### src/rtl/processor_controller.sv
// Multi-cycle control FSM for a small register-bus processor: LOAD, MOV and ALU ops.
// Optional macro STEP_MODE_EN adds a STEP port that gates every transition out of T1-T3.
module processor_controller (
    input  logic       clk,
    input  logic       rst_n,
    input  logic [9:0] INSTR,
    input  logic       EXEC,
`ifdef STEP_MODE_EN
    input  logic       STEP,
`endif
    output logic       IRin,
    output logic [3:0] Rin,
    output logic [3:0] Rout,
    output logic       Extern,
    output logic       Ain,
    output logic       Gin,
    output logic       Gout,
    output logic [3:0] FN,
    output logic       Done,
    output logic       Busy
);

    typedef enum logic [1:0] {
        T0 = 2'd0,
        T1 = 2'd1,
        T2 = 2'd2,
        T3 = 2'd3
    } state_t;

    state_t      r_state;
    state_t      w_next;
    logic [9:0]  r_ir;

    logic [3:0]  w_opcode;
    logic        w_isLoad;
    logic        w_isMov;
    logic [3:0]  w_rxHot;
    logic [3:0]  w_ryHot;
    logic        w_adv;

    assign w_opcode = r_ir[9:6];
    assign w_isLoad = (w_opcode == 4'b0000);
    assign w_isMov  = (w_opcode == 4'b0001);
    assign w_rxHot  = 4'b0001 << r_ir[5:4];
    assign w_ryHot  = 4'b0001 << r_ir[3:2];

    // Write strobes and Done fire only on the cycle the state actually advances.
`ifdef STEP_MODE_EN
    assign w_adv = STEP;
`else
    assign w_adv = 1'b1;
`endif

    always_ff @(posedge clk) begin
        if (!rst_n) begin
            r_state <= T0;
            r_ir    <= '0;
        end else begin
            r_state <= w_next;
            if (r_state == T0 && EXEC) begin
                r_ir <= INSTR;
            end
        end
    end

    always_comb begin
        w_next = r_state;
        IRin   = 1'b0;
        Rin    = 4'b0000;
        Rout   = 4'b0000;
        Extern = 1'b0;
        Ain    = 1'b0;
        Gin    = 1'b0;
        Gout   = 1'b0;
        FN     = 4'b0000;
        Done   = 1'b0;
        Busy   = (r_state != T0);

        case (r_state)
            T0: begin
                if (EXEC) begin
                    IRin   = 1'b1;
                    w_next = T1;
                end
            end
            T1: begin
                if (w_isLoad) begin
                    Extern = 1'b1;
                    Rin    = w_adv ? w_rxHot : 4'b0000;
                    Done   = w_adv;
                    w_next = w_adv ? T0 : T1;
                end else if (w_isMov) begin
                    Rout   = w_ryHot;
                    Rin    = w_adv ? w_rxHot : 4'b0000;
                    Done   = w_adv;
                    w_next = w_adv ? T0 : T1;
                end else begin
                    Rout   = w_rxHot;
                    Ain    = w_adv;
                    FN     = w_opcode;
                    w_next = w_adv ? T2 : T1;
                end
            end
            T2: begin
                Rout   = w_ryHot;
                Gin    = w_adv;
                FN     = w_opcode;
                w_next = w_adv ? T3 : T2;
            end
            T3: begin
                Gout   = 1'b1;
                Rin    = w_adv ? w_rxHot : 4'b0000;
                Done   = w_adv;
                FN     = w_opcode;
                w_next = w_adv ? T0 : T3;
            end
            default: w_next = T0;
        endcase

        // Reset silences every output immediately, not just after the edge.
        if (!rst_n) begin
            w_next = T0;
            IRin   = 1'b0;
            Rin    = 4'b0000;
            Rout   = 4'b0000;
            Extern = 1'b0;
            Ain    = 1'b0;
            Gin    = 1'b0;
            Gout   = 1'b0;
            FN     = 4'b0000;
            Done   = 1'b0;
            Busy   = 1'b0;
        end
    end

endmodule

### config.mk
export PLATFORM = sky130hd
export DESIGN_NAME = processor_controller
export DESIGN_NICKNAME = d
export VERILOG_FILES = /design/src/rtl/processor_controller.sv
export SDC_FILE = /design/constraint.sdc
export NUM_CORES = 1
export LEC_CHECK = 0
export CORE_MARGIN = 2
export CORE_UTILIZATION = 46
export CTS_BUF_LIST = sky130_fd_sc_hd__clkbuf_4
export DETAILED_ROUTE_END_ITERATION = 8
export PLACE_DENSITY = 0.95
export SLEW_MARGIN = 30
export SYNTH_ARGS = -nofsm -noshare
export SYNTH_HDL_FRONTEND = slang
export SYNTH_SLANG_ARGS = --single-unit
export TNS_END_PERCENT = 30
### constraint.sdc
create_clock -name clk -period 4.45 [get_ports clk]
set_clock_uncertainty 0.2 [all_clocks]
set_input_delay 1.335 -clock clk [delete_from_list [all_inputs] [get_ports clk]]
set_output_delay 1.335 -clock clk [all_outputs]
set_load 0.02 [all_outputs]
# --- Yosys cells after proc, flatten, opt, wreduce, memory -nomap -nowiden ---
# Index checks and enable logic that the tools add are counted.
word_totals:
  regBits: 12
  inputBits: 13
  word_cells: 49
op_classes:
  eq_ne: 5
  shifts: 2
  n_mux: 35
  reduce_logical: 5
op_table:
  columns: ["operator", "count"]
  rows:
  - ["$mux 4", 9]
  - ["$pmux 4 s2", 3]
  - ["$mux 1", 18]
  - ["$pmux 2 s4", 1]
  - ["$shl 1x2->4 const A", 2]
  - ["$mux 2", 3]
  - ["$eq 2x2->1 const B", 2]
  - ["$eq 4x1->1 const B", 1]
  - ["$logic_not 4->1", 1]
  - ["$eq 2x1->1 const B", 1]
  - ["$logic_not 2->1", 1]
  - ["$ne 2x2->1 const B", 1]
  - ["$pmux 1 s2", 1]
  - ["$reduce_bool 2->1", 1]
  - ["$reduce_or 2->1", 1]
  - ["$logic_and 1x1->1", 1]

# --- Depth between registers and ports, before layout ---
logic_depth:
  depth_word: 5
  mapped_depth: 5
  ltp_nobuf: 5

# --- Least setup slack after synthesis ---
# Ideal clock, no wire load.
synth_timing:
  path_type: "input -> output"
  startpoint: "in rst_n"
  endpoint: "out FN[0]"
  t_arrival_ns: 2.218
  slack_ns: 0.697
  path_stages: 3
  path_buffers: 0
  cell_sequence: "nor2b_1 -> o31a_1 -> o311a_1"
synth_between:
  elab_chain_cells: 1
synth_lines:
  columns: ["element", "line", "source"]
  rows:
  - ["start: declaration", "5", "input logic rst_n,"]
  - ["$mux 4", "121", "if (!rst_n) begin"]
  - ["end: declaration", "18", "output logic [3:0] FN,"]
# No other way between the ends.

# --- Worst setup path in the final report ---
layout_timing:
  startpoint: "in rst_n"
  endpoint: "out Ain"
layout_between:
  elab_chain_cells: 1
layout_lines:
  columns: ["element", "line", "source"]
  rows:
  - ["$mux 1", "121", null]
  - ["end: declaration", "15", "output logic Ain,"]
# No other way between the ends.

==> run metrics <==
CP required 2.91 ns; fmax 229 MHz; initial antenna violation count 0; Final Cycle Share 98.2%; PD cells 223 nW/um^2; Synth cell types 25; clock tree buffer depth 2; Final Hold Fails 0; critical path type in2out; CP Launch Point rst_n; XOR/XNOR Fraction of Synth Area 0%; Worst EP arrival 2.83 ns; Die Wd 44.0 um; mapped cell area 736 sq um; Clock Pin Slew Worst Setup and Hold Paths 0.07 ns; port bufs 29; Slew HR 70.4%; synth warn 0; adder-cell share of the synthesized area 6.80%; largest cells by area after synthesis dfxtp_1, a21boi_0, nand3_1; DRT antenna net count 0; DP Area 1070 sq um; worst-path maximum fanout 10; FF-to-FF path depth 5; clock sink count 10; Area Growth Syn to Fin 48.1%; Synth Area in Simple Gates 36.7%; Row Count 14; wire per inst 12.8 um; worst skew pair latency 0.27 ns; FF-to-FF End r_ir[3]; layout cells sized above 1 7.58%; area share of the largest cell type after synthesis 27.2%; mux contribution to synthesized area 1.53%; post-synthesis cell count 97; type of origin of the critical path input pin; first-pass GRT wire length 3080 um; placed cell count 144; DRT Pass-1 Iters 4; aggregate routed wire length 1900 um; flop2flop setup slack 2.74 ns; commonest non-fill, non-tap cell in the layout clkdlybuf4s50_1; outcome finished, final reports clean; largest family of logic cells by synthesized area simple AND/OR/NAND/NOR gates; total core area 1510 sq um; worst reg2reg startpoint r_state[0]; gr usage total 21.7%; CTS hold repair buffers 0; Min-Delay Path Depth 2; CTS Buf Count 3; Tot Pwr 0.243 mW; fin nets 150; Syn Area/Cell 7.58 sq um; post-synthesis compound-gate area fraction 23.6%; H-tree levels 1; Leak 0.458 nW; DR iter-0 viols 30; net count after synthesis 114; DP HPWL 1530 um; FF+latch count, synth 10; CTS Root Cell clkbuf_4; TritonCTS clock tree built; gpl congestion 0.801; worst slew pin tran 0.444 ns; vias in the first global route 744; area of the die 1940 sq um; Hold Path Class reg2reg; area leader, netlist dfxtp_1; Hold WS 0.322 ns; Max-Cap Viols 0; Vert. Die Dim 44.0 um; Final Max Tran Viols 0; ANT cells 0; final setup fails 0; Final Non-Filler Cells 148; Peak supply drop 209 uV; Final Critical Period 4.37 ns; largest net degree at the start of global routing 15; commonest cells after routing, fill and taps aside clkdlybuf4s50_1, nand2_1, nand3_1; Via Count 835; total grt overflow 0; DRC Markers 0; fin area 1090 sq um; # IOs 32; register area share after synthesis 27.2%; average vias per placed instance 5.64; RSZ-0062 raised after global routing false; Setup crit end kind primary output; Initial Utilization 48.8%
[synthesized netlist by cell type]
master	instances
nand2_1	16
nand3_1	12
a21boi_0	10
dfxtp_1	10
nor2b_1	7
o21ai_0	6
and2_1	5
inv_1	5
ha_1	4
clkbuf_1	3
nor2_1	3
a221oi_1	2
nor3_1	2
a211oi_1	1
a21oi_1	1
and3_1	1
mux2_2	1
nand4b_1	1
nor4b_1	1
nor4b_4	1
o311a_1	1
o31a_1	1
o32ai_1	1
o41a_1	1
or3_1	1
[worst max-delay path: stages]
cell and delay [ns]:
clkdlybuf4s50_1 0.53, buf_4 0.18, nand2_1 0.08, nor2b_1 0.11
clkdlybuf4s50_1 0.60
[repair_timing]
item                                    CTS  global route
endpoints found under the setup margin   10             1
resized for setup                        10             1
buffers inserted                          0             0
[stage by stage]
step | setup TNS [ns] | setup slack (ns) | utilization, %
3_3_place_gp | -0.247 | -0.0820 | 71.2
5_1_grt | 0 | 0.0133 | 72.3
2_1_floorplan | 0 | 0.697 | -
6_report | 0 | 0.0823 | 72.3
3_5_place_dp | -0.627 | -0.138 | 71.2
4_1_cts | 0 | 0.0252 | 72.2
[where the power goes]
group          switching, mW  internal (mW)
logic                 0.0370         0.0353
clock network         0.0320         0.0324
registers             0.0104         0.0960
[flip-flops by register name, indices dropped and copies added, names as in the netlist, named ones only]
register / cells
r_state: 1
r_ir: 8
[final cells by class]
cell class / count / area, sq um
multi-input cells: 79 / 505
fillers: 117 / 417
repair buffers: 34 / 319
flip-flops and latches: 10 / 200
clock buffers: 3 / 22.5
well taps: 16 / 20.0
inverters: 5 / 18.8
clock inverters: 1 / 3.75
[worst max path at each step]
stage	slack, ns	to	cells past startpoint
final	0.08	Ain	5
after global routing	0.01	Ain	5
after CTS	0.03	Extern	5
after detailed placement	-0.14	FN[0]	5
after global placement	-0.08	FN[0]	5
after floorplan	0.70	FN[0]	3
[cells by family after synthesis]
group | count (synthesis)
simple gates | 50
compound gates | 24
flops | 10
buf+inv | 8
fa+ha+maj | 4
mux | 1
[metal layers]
layer | share of wire, % | global-route usage (%) | vias up | wire [um]
met1 | 43 | 26.9 | 372 | 815
met5 | 0 | 0 | - | 0
met4 | 2.7 | 14.5 | 0 | 52
met3 | 5.8 | 2.50 | 6 | 111
met2 | 48 | 35.0 | 39 | 920
li1 | - | - | 418 | -
No activity file was read; power rests on OpenSTA's default activity.
